[config.mk]
export PLATFORM = sky130hd
export DESIGN_NAME = imm_gen_pipe
export DESIGN_NICKNAME = d
export VERILOG_FILES = /design/src/rtl/imm_gen_pkg.sv /design/src/rtl/imm_decode.sv /design/src/rtl/imm_gen_pipe.sv
export SDC_FILE = /design/constraint.sdc
export NUM_CORES = 1
export LEC_CHECK = 0
export ABC_CLOCK_PERIOD_IN_PS = 4030
export BUFFER_PORTS_ARGS = -buffer_cell sky130_fd_sc_hd__buf_2
export CAP_MARGIN = 20
export CORE_MARGIN = 5
export CORE_UTILIZATION = 52
export CTS_BUF_LIST = sky130_fd_sc_hd__clkbuf_16
export DETAILED_ROUTE_END_ITERATION = 6
export PLACE_DENSITY_LB_ADDON = 0.25
export SLEW_MARGIN = 30
export SYNTH_ARGS = -nofsm -noshare
export SYNTH_HDL_FRONTEND = slang
export SYNTH_SLANG_ARGS = --single-unit
export TNS_END_PERCENT = 5
[constraint.sdc]
create_clock -name clk -period 4.03 [get_ports clk]
set_input_delay 0.6045 -clock clk [delete_from_list [all_inputs] [get_ports clk]]
set_output_delay 0.6045 -clock clk [all_outputs]
set_load 0.02 [all_outputs]
[src/rtl/imm_gen_pkg.sv]
// Shared types for the immediate-generator pipeline: format codes, RISC-V
// major opcodes and the per-entry metadata kept in the output buffer.
package imm_gen_pkg;

  typedef enum logic [2:0] {
    FMT_NONE = 3'd0,
    FMT_R    = 3'd1,
    FMT_I    = 3'd2,
    FMT_S    = 3'd3,
    FMT_B    = 3'd4,
    FMT_U    = 3'd5,
    FMT_J    = 3'd6,
    FMT_Z    = 3'd7
  } imm_fmt_e;

  localparam logic [6:0] OPC_LOAD      = 7'b0000011;
  localparam logic [6:0] OPC_MISC_MEM  = 7'b0001111;
  localparam logic [6:0] OPC_OP_IMM    = 7'b0010011;
  localparam logic [6:0] OPC_AUIPC     = 7'b0010111;
  localparam logic [6:0] OPC_OP_IMM_32 = 7'b0011011;
  localparam logic [6:0] OPC_STORE     = 7'b0100011;
  localparam logic [6:0] OPC_OP        = 7'b0110011;
  localparam logic [6:0] OPC_LUI       = 7'b0110111;
  localparam logic [6:0] OPC_OP_32     = 7'b0111011;
  localparam logic [6:0] OPC_BRANCH    = 7'b1100011;
  localparam logic [6:0] OPC_JALR      = 7'b1100111;
  localparam logic [6:0] OPC_JAL       = 7'b1101111;
  localparam logic [6:0] OPC_SYSTEM    = 7'b1110011;

  // XLEN-wide immediate and target live in parallel arrays next to this.
  typedef struct packed {
    imm_fmt_e fmt;
    logic     illegal;
  } buf_entry_t;

endpackage

[src/rtl/imm_decode.sv]
// Combinational RISC-V immediate decoder: format classification, immediate
// extension to XLEN and pc-relative target for branches, jumps and AUIPC.
module imm_decode
  import imm_gen_pkg::*;
#(
  parameter int XLEN = 32
) (
  input  logic [31:0]     instr,
  input  logic [XLEN-1:0] pc,
  output logic [XLEN-1:0] imm,
  output imm_fmt_e        fmt,
  output logic [XLEN-1:0] target,
  output logic            illegal
);

  localparam bit RV64 = (XLEN == 64);

  // Every format is first assembled as a 32-bit signed pattern, then widened.
  function automatic logic [XLEN-1:0] sext32(input logic [31:0] v);
    return XLEN'($signed(v));
  endfunction

  // Classify the opcode
  always_comb begin
    fmt     = FMT_NONE;
    illegal = 1'b0;
    if (instr[1:0] != 2'b11) begin
      illegal = 1'b1;
    end else begin
      case (instr[6:0])
        OPC_OP_IMM, OPC_LOAD, OPC_JALR, OPC_MISC_MEM: fmt = FMT_I;
        OPC_OP_IMM_32: begin
          if (RV64) fmt = FMT_I;
          else      illegal = 1'b1;
        end
        OPC_SYSTEM: begin
          if (instr[14]) fmt = FMT_Z;
          else           fmt = FMT_I;
        end
        OPC_STORE:          fmt = FMT_S;
        OPC_BRANCH:         fmt = FMT_B;
        OPC_LUI, OPC_AUIPC: fmt = FMT_U;
        OPC_JAL:            fmt = FMT_J;
        OPC_OP:             fmt = FMT_R;
        OPC_OP_32: begin
          if (RV64) fmt = FMT_R;
          else      illegal = 1'b1;
        end
        default:            illegal = 1'b1;
      endcase
    end
  end

  // Immediate extraction and target
  always_comb begin
    imm = '0;
    case (fmt)
      FMT_I:   imm = sext32({{20{instr[31]}}, instr[31:20]});
      FMT_S:   imm = sext32({{20{instr[31]}}, instr[31:25], instr[11:7]});
      FMT_B:   imm = sext32({{19{instr[31]}}, instr[31], instr[7], instr[30:25], instr[11:8], 1'b0});
      FMT_U:   imm = sext32({instr[31:12], 12'b0});
      FMT_J:   imm = sext32({{11{instr[31]}}, instr[31], instr[19:12], instr[20], instr[30:21], 1'b0});
      FMT_Z:   imm = XLEN'({27'b0, instr[19:15]});
      default: imm = '0;
    endcase
    if (fmt == FMT_B || fmt == FMT_J || (fmt == FMT_U && instr[6:0] == OPC_AUIPC)) begin
      target = pc + imm;
    end else begin
      target = '0;
    end
  end

endmodule

[src/rtl/imm_gen_pipe.sv]
// Immediate generator with a DEPTH-entry output FIFO; decode happens at the
// input and results are presented from the FIFO head one cycle later.
module imm_gen_pipe
  import imm_gen_pkg::*;
#(
  parameter int XLEN  = 32,
  parameter int DEPTH = 2
) (
  input  logic            clk,
  input  logic            rst_n,
  input  logic            flush,
  input  logic            in_valid,
  output logic            in_ready,
  input  logic [31:0]     in_instr,
  input  logic [XLEN-1:0] in_pc,
  output logic            out_valid,
  input  logic            out_ready,
  output logic [XLEN-1:0] out_imm,
  output imm_fmt_e        out_fmt,
  output logic [XLEN-1:0] out_target,
  output logic            out_illegal
);

  localparam int PW = $clog2(DEPTH);
  localparam int CW = $clog2(DEPTH + 1);

  logic [XLEN-1:0] dec_imm;
  logic [XLEN-1:0] dec_target;
  imm_fmt_e        dec_fmt;
  logic            dec_illegal;

  buf_entry_t      meta_mem [DEPTH];
  logic [XLEN-1:0] imm_mem  [DEPTH];
  logic [XLEN-1:0] tgt_mem  [DEPTH];

  logic [PW-1:0] wr_ptr, rd_ptr, wr_ptr_nxt, rd_ptr_nxt;
  logic [CW-1:0] count, count_nxt;
  logic          push, pop;

  imm_decode #(.XLEN(XLEN)) u_decode (
    .instr   (in_instr),
    .pc      (in_pc),
    .imm     (dec_imm),
    .fmt     (dec_fmt),
    .target  (dec_target),
    .illegal (dec_illegal)
  );

  function automatic logic [PW-1:0] ptr_inc(input logic [PW-1:0] p);
    if (p == PW'(DEPTH - 1)) return '0;
    else                     return p + PW'(1);
  endfunction

  assign out_valid = (count != '0);
  assign push      = in_valid & in_ready;
  assign pop       = out_valid & out_ready;

  // Next pointers and occupancy; flush wins over any accept or pop
  always_comb begin
    count_nxt  = count;
    wr_ptr_nxt = wr_ptr;
    rd_ptr_nxt = rd_ptr;
    if (flush) begin
      count_nxt  = '0;
      wr_ptr_nxt = '0;
      rd_ptr_nxt = '0;
    end else begin
      if (push) wr_ptr_nxt = ptr_inc(wr_ptr);
      else      wr_ptr_nxt = wr_ptr;
      if (pop)  rd_ptr_nxt = ptr_inc(rd_ptr);
      else      rd_ptr_nxt = rd_ptr;
      case ({push, pop})
        2'b10:   count_nxt = count + CW'(1);
        2'b01:   count_nxt = count - CW'(1);
        default: count_nxt = count;
      endcase
    end
  end

  // State and storage; in_ready is a register so out_ready never reaches it combinationally
  always_ff @(posedge clk) begin
    if (!rst_n) begin
      count    <= '0;
      wr_ptr   <= '0;
      rd_ptr   <= '0;
      in_ready <= 1'b0;
      for (int i = 0; i < DEPTH; i++) begin
        meta_mem[i] <= '{fmt: FMT_NONE, illegal: 1'b0};
        imm_mem[i]  <= '0;
        tgt_mem[i]  <= '0;
      end
    end else begin
      count    <= count_nxt;
      wr_ptr   <= wr_ptr_nxt;
      rd_ptr   <= rd_ptr_nxt;
      in_ready <= (count_nxt < CW'(DEPTH));
      if (push && !flush) begin
        meta_mem[wr_ptr] <= '{fmt: dec_fmt, illegal: dec_illegal};
        imm_mem[wr_ptr]  <= dec_imm;
        tgt_mem[wr_ptr]  <= dec_target;
      end
    end
  end

  // Head presentation, forced to zero when empty
  always_comb begin
    if (out_valid) begin
      out_imm     = imm_mem[rd_ptr];
      out_fmt     = meta_mem[rd_ptr].fmt;
      out_target  = tgt_mem[rd_ptr];
      out_illegal = meta_mem[rd_ptr].illegal;
    end else begin
      out_imm     = '0;
      out_fmt     = FMT_NONE;
      out_target  = '0;
      out_illegal = 1'b0;
    end
  end

endmodule

## Word level (Yosys, flattened, before mapping)

Memory sizes are Yosys's and may differ from the RTL's. A register that Yosys moved wholly into a read port is not among the register bits.
Cells that the tools add are included.
Widths: inputs -> output; s select.

| word-level totals | value |
|---|---|
| register bits after elaboration | 5 |
| bits of input ports | 69 |
| output and inout bits | 70 |
| memories kept | 3 |
| bits in writable memories | 136 |

| cells by class | value |
|---|---|
| reduce and logical (&&, ||, !) cells | 13 |
| add/sub/neg operators | 5 |
| mux-type cells | 34 |
| magnitude comparators | 1 |
| bitwise logic cells | 3 |
| equal/unequal tests | 20 |

Memories:

| memory | words | width | rd ports | clocked after Yosys merged registers in | write ports | RTL line | RTL |
|---|---|---|---|---|---|---|---|
| imm_mem | 2 | 32 | 1 | 1 | 2 | imm_gen_pipe.sv:33 | `logic [XLEN-1:0] imm_mem [DEPTH];` |
| tgt_mem | 2 | 32 | 1 | 1 | 2 | imm_gen_pipe.sv:34 | `logic [XLEN-1:0] tgt_mem [DEPTH];` |
| meta_mem | 2 | 4 | 1 | 1 | 2 | imm_gen_pipe.sv:32 | `buf_entry_t meta_mem [DEPTH];` |

Operators by type and width:

| kind | number |
|---|---|
| $pmux 32 s6 | 1 |
| $mux 32 | 5 |
| $reduce_or 32->1 | 2 |
| $add 32x32->32 | 1 |
| $eq 7x7->1 const B | 4 |
| $eq 7x6->1 const B | 3 |
| $mux 1 | 21 |
| $pmux 3 s7 | 1 |
| $eq 7x5->1 const B | 2 |
| $eq 3x3->1 const B | 4 |
| $reduce_or 11->1 | 1 |
| $mux 3 | 3 |
| $reduce_or 4->1 | 2 |
| $eq 7x2->1 const B | 1 |
| $eq 7x4->1 const B | 1 |
| $eq 3x2->1 const B | 2 |
| $mux 4 | 1 |
| $pmux 2 s2 | 1 |
| $reduce_or 2->1 | 2 |
| $add 1x1->1 const B | 2 |
| $add 2x1->2 const B | 1 |
| $and 1x1->1 | 2 |
| $eq 2x1->1 const B | 1 |
| $eq 2x2->1 const B | 1 |
| other kinds (9) | 11 |

## Longest topological paths before layout

Gate-level depths: netlist of run 1.

| logic depth | value |
|---|---|
| depth in word-level cells | 9 |
| depth in mapped cells | 18 |
| depth with buffers taken out | 15 |

## Cells and area by module

Synthesis of run 1 repeated with hierarchy kept, for this count alone.

| second synthesis, totals | value |
|---|---|
| cells, all modules | 848 |
| area, all modules | 8,899.8 um2 |

By module, submodules not included:

| module | area an instance (um2) | seq. area each (um2) | cells an instance | instances |
|---|---|---|---|---|
| imm_gen_pipe | 6,436.2 | 4,204.0 | 488 | 1 |
| imm_decode | 2,463.6 | 0.0 | 360 | 1 |

## Worst setup path after synthesis of run 1

OpenSTA, ideal clock, no wires.

| timing | value |
|---|---|
| path kind | in2reg |
| start | in in_instr[3] |
| end | mem tgt_mem[1][26] (data pin) |
| required time | 3.758 ns |
| path slack | 0.189 ns |
| setup time | 0.272 ns |
| arrival time | 3.569 ns |
| path buffers | 1 |
| stages on the path | 16 |
| cell sequence | buf_2 > nor2_2 > nand3_1 > nor2_4 > nor3_1 > a31oi_1 > inv_1 > ha_1 > fa_1 > a21oi_1 > o211ai_2 > o211a_1 > o2111ai_4 > a2111oi_2 > nor4_1 > nor3_1 |

RTL lines:

| what | RTL line | RTL |
|---|---|---|
| start, declared | imm_gen_pipe.sv:14 | `input logic [31:0] in_instr,` |
| end, declared | imm_gen_pipe.sv:34 |  |

==> results_dict.tcl, run 1 <==
set metrics [dict create \
    ctsHtreeMaxLevel 4 \
    rr_endpoint "tgt_mem[0][13]$_SDFFCE_PN0P_" \
    non_filler_instance_count_after_layout 1301 \
    drt_iter0_markers 715 \
    path_common_cell "sky130_fd_sc_hd__nor3_1" \
    post-dp-hpwl_um 18000 \
    gpl.final_weighted_congestion 0.977 \
    status "completed" \
    worstSkewPairLatency_ps 430 \
    post_dp_cell_area_um2 10100 \
    rsz_0062_raised_after_global_routing "false" \
    power_density_nw_per_um2 355 \
    timing.critical_path.max_delay_family "compound AO/OA/AOI/OAI gates" \
    cts_tree "done" \
    wp_depth 17 \
    synth.avg_cell_area_um2 10.0 \
    max-clock-path-buffers 2 \
    io_buffer_count 138 \
    placeable_core_region_um2 16000 \
    antenna_violating_nets_post_route 0 \
    worst-r2r-cell-count 4 \
    grt_pass1_vias 7042 \
    num_antenna_cells 0 \
    post_route_cells_drive_above_1_share 0.293 \
    global_route_wire_length_before_repair_um 36900 \
    finalNetCount 1175 \
    grt_overflow_total 0 \
    syn2layout_area_growth_pct 26.3 \
    timing.max_cap.violations 0 \
    count_of_flip_flops_with_a_built_in_enable_after_synthesis 136 \
    setup_ws_ps 271 \
    design_area_um2 10800 \
    fin_crit_ps 3760 \
    critical_path.startpoint_type "input pin" \
    vias 7236 \
    worst_max_slew_pin_slew_ps 803 \
    hold_path.class "in2reg" \
    total_routing_resource_utilization_after_global_routing 0.258 \
    fin_skew_ps 6.18 \
    synth.ff_latch_count 142 \
    clk_pin_slew_worst_paths_ps 60 \
    yosys_warnings 0 \
    finalCritPeriodShare 0.933 \
    power.leakage_nw 4.62 \
    post_cts_resize_count 0 \
    fp.dieArea_um2 19000 \
    worstPathBufferInverterCount 3 \
    post-route-util 0.672 \
    vias_per_std_cell 5.56 \
    worstSetupPathType "in2reg" \
    worstReg2RegStart "in_ready$_SDFF_PN0_" \
    slew-limit-headroom 0.464 \
    async_reset_ff_frac 0 \
    timing.critical_path.from "in_instr[0]" \
    timing.final.setup_violations 0 \
    drc_errors 0 \
    cts.hold.buffers_added 0 \
    firstDrtPassIters 5 \
    irDropWorstVdd_mv 0.314 \
    finalMaxSlewViolations 0 \
    crit_chain "buf_2 > and2_0 > buf_4 > nand3_1 > nor3_1 > nor3_1 > a31oi_2 > inv_1 > ha_1 > fa_1 > a21oi_1 > o211ai_2 > o211a_1 > o2111ai_4 > a2111oi_2 > nor4_1 > nor3_1" \
    grt_antenna_before_repair 0 \
    postCtsSetupRepairBufs 0 \
    initial_utilization 0.532 \
    place.detailed.instances 1270 \
    critPathArrivalTime_ps 3920 \
    crit_path_max_fanout 6 \
    routed_wire_length_per_instance_um 18.5 \
    worstSetupEndpoint "tgt_mem[1][26]$_SDFFCE_PN0P_" \
    cts-buffers-inserted 17 \
    end_kind "flop" \
    grt_start_max_net_pins 69 \
    critPathSlowestCell "sky130_fd_sc_hd__fa_1" \
    syn-cell-area_um2 8510 \
    critPathRequiredTime_ps 4190 \
    cts_root_buf "sky130_fd_sc_hd__clkbuf_16" \
    preCtsSetupSlack_ps -199 \
    syn_inst 848 \
    clkSinkCount 142 \
    aggregate_routed_wire_length_um 24100 \
    synth.lib_cells_used.distinct 67 \
    ff2ff_setup_slack_ps 1760 \
    floorplan.io_pins 139 \
    count_of_cells_along_the_worst_hold_path 2 \
    die_y_um 138 \
    critical_path.max_stage_delay_ps 400 \
    mapped_nets 950 \
    die_x_um 138 \
    rows 46 \
    synth_seq_area_share 0.494 \
    achievable-frequency_ghz 0.266 \
    finalHoldViolCount 0 \
    synthFlopType "sky130_fd_sc_hd__edfxtp_1" \
]
==> worst min path at each step <==
stage               slack [ps]           startpoint                   to
global route               400                flush  in_ready$_SDFF_PN0_
finish                     400                flush  in_ready$_SDFF_PN0_
global placement           500  rd_ptr$_SDFFE_PP0P_  rd_ptr$_SDFFE_PP0P_
floorplan                  480  rd_ptr$_SDFFE_PP0P_                 flop
CTS                        390                flush  in_ready$_SDFF_PN0_
detailed placement         500  rd_ptr$_SDFFE_PP0P_  rd_ptr$_SDFFE_PP0P_
==> metal layers <==
layer  vias up  global-route usage  wire [um]
li1       3470                   -          -
met1      3447               0.349      10600
met2       275               0.419      11300
met3        44              0.0468       1570
met4         0              0.0900        612
met5         -                   0          0
==> cells in the mapped netlist (7+ instances only) <==
library cell | instances | area, um2
sky130_fd_sc_hd__clkbuf_1 | 18 | 67.6
sky130_fd_sc_hd__mux2i_1 | 68 | 681
sky130_fd_sc_hd__inv_1 | 35 | 131
sky130_fd_sc_hd__buf_2 | 14 | 70.1
sky130_fd_sc_hd__xnor2_1 | 18 | 158
sky130_fd_sc_hd__nand3_1 | 12 | 60.1
sky130_fd_sc_hd__nor2_1 | 217 | 815
sky130_fd_sc_hd__and2_1 | 17 | 106
sky130_fd_sc_hd__buf_1 | 7 | 26.3
sky130_fd_sc_hd__a21oi_2 | 12 | 105
sky130_fd_sc_hd__nor3_1 | 15 | 75.1
sky130_fd_sc_hd__ha_1 | 32 | 400
sky130_fd_sc_hd__a21o_1 | 10 | 75.1
sky130_fd_sc_hd__a21oi_1 | 49 | 245
sky130_fd_sc_hd__xor2_1 | 15 | 131
sky130_fd_sc_hd__edfxtp_1 | 136 | 4080
sky130_fd_sc_hd__o21ai_0 | 23 | 115
sky130_fd_sc_hd__nand2_1 | 42 | 158
==> logic make-up after synthesis <==
kind of cell / after synthesis / share of synthesized area
XOR/XNOR: 34 / 0.0359
adder cells (fa/ha/maj): 33 / 0.0494
flip-flops: 142 / 0.494
AO/OA/AOI/OAI: 149 / 0.123
AND/OR/NAND/NOR: 345 / 0.179
multiplexers: 68 / 0.0800
buffers and inverters: 77 / 0.0387
==> area by class of cell <==
type | instances | area [um2]
fillers | 1305 | 5250
flip-flops and latches | 142 | 4210
repair buffers | 248 | 1520
inverters | 35 | 131
clock buffers | 17 | 425
well taps | 216 | 270
clock inverters | 14 | 178
multi-input cells | 629 | 4030
==> report_power, final <==
group | switching [mW] | leakage [nW] | total, mW | internal [mW]
combinational | 0.309 | 2.87 | 0.511 | 0.202
sequential | 0.0199 | 1.45 | 1.69 | 1.67
clock | 0.594 | 0.296 | 1.61 | 1.02
==> per-stage QoR <==
step           total power, mW  setup TNS, ps  hold slack, ps
5_1_grt                   3.95              0             402
2_1_floorplan             2.01              0             481
3_5_place_dp              2.22          -2230             500
6_report                  3.82              0             401
4_1_cts                   3.83              0             392
3_3_place_gp              2.22          -2400             495
==> registers in the layout, indices dropped and copies added (netlist names), named ones only <==
signal / cells
rd_ptr: 1
count: 2
meta_mem: 8
imm_mem: 64
tgt_mem: 64
wr_ptr: 1
in_ready: 1
==> placed cells by master (no fill, tap or decap), drive strengths merged, types with 5 or more instances in the layout <==
cell	instances
clkinv	6
dfxtp	6
a21o	10
ha	32
clkbuf	17
edfxtp	136
nand3	12
a211oi	7
nor2	220
inv	37
nor3	18
o21ai	25
a31oi	6
and3	5
mux2i	68
xnor2	19
and2	18
xor2	15
o211ai	6
nor2b	6
nand2	42
o21a	7
buf	248
a21oi	61
(Power assumes the default switching activity.)
==> inputs of run 2 (changes only) <==
--- a/config.mk
+++ b/config.mk
@@ -9,7 +9,7 @@
 export BUFFER_PORTS_ARGS = -buffer_cell sky130_fd_sc_hd__buf_2
 export CAP_MARGIN = 20
 export CORE_MARGIN = 5
-export CORE_UTILIZATION = 52
+export CORE_UTILIZATION = 40
 export CTS_BUF_LIST = sky130_fd_sc_hd__clkbuf_16
 export DETAILED_ROUTE_END_ITERATION = 6
 export PLACE_DENSITY_LB_ADDON = 0.25
==> results_dict.tcl, run 2 (synthesized netlist as in run 1, its figures left out) <==
set metrics [dict create \
    status "completed" \
    io_buffer_count 138 \
    power.leakage_nw 4.61 \
    rows 53 \
    cts-buffers-inserted 17 \
    grt_antenna_before_repair 0 \
    slew-limit-headroom 0.488 \
    finalMaxSlewViolations 0 \
    timing.max_cap.violations 0 \
    total_routing_resource_utilization_after_global_routing 0.206 \
    hold_path.class "in2reg" \
    irDropWorstVdd_mv 0.293 \
    fp.dieArea_um2 24300 \
    crit_path_max_fanout 8 \
    power_density_nw_per_um2 356 \
    critical_path.startpoint_type "input pin" \
    aggregate_routed_wire_length_um 24900 \
    rsz_0062_raised_after_global_routing "true" \
    achievable-frequency_ghz 0.261 \
    post-route-util 0.516 \
    die_y_um 156 \
    firstDrtPassIters 5 \
    placeable_core_region_um2 21000 \
    finalHoldViolCount 0 \
    routed_wire_length_per_instance_um 18.3 \
    ff2ff_setup_slack_ps 2010 \
    postCtsSetupRepairBufs 0 \
    global_route_wire_length_before_repair_um 38300 \
    critPathArrivalTime_ps 4000 \
    worstSkewPairLatency_ps 430 \
    fin_skew_ps 4.48 \
    cts_tree "done" \
    fillCellCount 1937 \
    critPathRequiredTime_ps 4200 \
    ctsHtreeMaxLevel 4 \
    most_common_cell_after_layout_fill_and_taps_aside "sky130_fd_sc_hd__nor2_1" \
    timing.final.setup_violations 0 \
    post_route_cells_drive_above_1_share 0.291 \
    antenna_violating_nets_post_route 0 \
    multi_input_logic_area_um2 4000 \
    regArea_um2 4210 \
    reg.largest.list "imm_mem: 64 flops, tgt_mem: 64 flops, meta_mem: 8 flops" \
    design_area_um2 10800 \
    vias 7086 \
    max-clock-path-buffers 2 \
    end_kind "flop" \
    grt_pass1_vias 6805 \
    final_cell_mix "216 x sky130_fd_sc_hd__nor2_1, 138 x sky130_fd_sc_hd__buf_2, 136 x sky130_fd_sc_hd__edfxtp_1" \
    non_filler_instance_count_after_layout 1358 \
    fin_crit_ps 3830 \
    setup_ws_ps 198 \
    grt_start_max_net_pins 69 \
    cts_root_buf "sky130_fd_sc_hd__clkbuf_16" \
    initial_utilization 0.405 \
    finalCritPeriodShare 0.951 \
    clkSinkCount 142 \
    post-dp-hpwl_um 18500 \
    preCtsSetupSlack_ps -205 \
    drc_errors 0 \
    place.detailed.instances 1325 \
    die_x_um 156 \
    finalNetCount 1172 \
    drt_iter0_markers 546 \
    syn2layout_area_growth_pct 27.4 \
    vias_per_std_cell 5.22 \
    grt_overflow_total 0 \
    post_dp_cell_area_um2 10200 \
    num_antenna_cells 0 \
    holdWs_ps 399 \
    worst_max_slew_pin_slew_ps 768 \
    gpl.final_weighted_congestion 0.884 \
    worstSetupPathType "in2reg" \
    floorplan.io_pins 139 \
    clk_pin_slew_worst_paths_ps 60 \
]
## run 2: changes by cell type in the layout (fill, tap and decap cells not counted), moves of 2 or more
cell                     delta
sky130_fd_sc_hd__buf_12     +3
sky130_fd_sc_hd__buf_4      -7
sky130_fd_sc_hd__inv_1      -2
sky130_fd_sc_hd__inv_6      +4
sky130_fd_sc_hd__nor3_1     +2
sky130_fd_sc_hd__nor3_2     -2
## run 2: area by class of cell
type	count	share of cell area
clock buffers	17	0.0392
repair buffers	245	0.143
clock inverters	15	0.0171
multi-input cells	629	0.369
well taps	275	0.0317
flip-flops and latches	142	0.388
inverters	35	0.0121
## run 2: timing repair
action | CTS | global route
endpoints found under the setup margin | 0 | 16
hold buffers | 0 | 0
resized for setup | 0 | 3
hold endpoints to repair | 0 | 0
## run 2: worst paths after layout
path | start | endpoint | depth (start not counted)
min | flush | in_ready$_SDFF_PN0_ | 2
max reg2reg | in_ready$_SDFF_PN0_ | tgt_mem[0][19]$_SDFFCE_PN0P_ | 5
max | in_instr[3] | tgt_mem[1][26]$_SDFFCE_PN0P_ | 18
min reg2reg | rd_ptr$_SDFFE_PP0P_ | rd_ptr$_SDFFE_PP0P_ | 2
## run 2: where the power goes
| part | internal [mW] | switching, mW | total (mW) |
|---|---|---|---|
| registers | 1.67 | 0.0186 | 1.69 |
| clock network | 0.983 | 0.666 | 1.65 |
| logic | 0.211 | 0.317 | 0.529 |
## run 2: worst max-delay path: stages
cell and delay, ps:
sky130_fd_sc_hd__buf_2 130, sky130_fd_sc_hd__nor2_2 160, sky130_fd_sc_hd__buf_4 120, sky130_fd_sc_hd__nand3_1 80, sky130_fd_sc_hd__buf_4 160, sky130_fd_sc_hd__nor2_4 230, sky130_fd_sc_hd__nor3_1 130, sky130_fd_sc_hd__a31oi_1 320
sky130_fd_sc_hd__inv_1 80, sky130_fd_sc_hd__ha_1 230, sky130_fd_sc_hd__fa_1 390, sky130_fd_sc_hd__a21oi_1 190, sky130_fd_sc_hd__o211ai_2 100, sky130_fd_sc_hd__o211a_1 170, sky130_fd_sc_hd__o2111ai_4 290, sky130_fd_sc_hd__a2111oi_2 140
sky130_fd_sc_hd__nor4_1 360, sky130_fd_sc_hd__nor3_1 90
## run 2: per-layer routing
metal  wire [um]  track usage  share of wire  up-vias
met3        1430       0.0347          0.057       27
met5           0            0              0        -
met4         349       0.0521          0.014        0
li1            -            -              -     3464
met1       11500        0.291           0.46     3382
met2       11600        0.331           0.47      213
## run 2: stage by stage
step | power [mW] | TNS, ps
CTS | 3.87 | 0
global route | 3.99 | -493
global placement | 2.24 | -1160
finish | 3.87 | 0
floorplan | 2.01 | 0
detailed placement | 2.24 | -3100
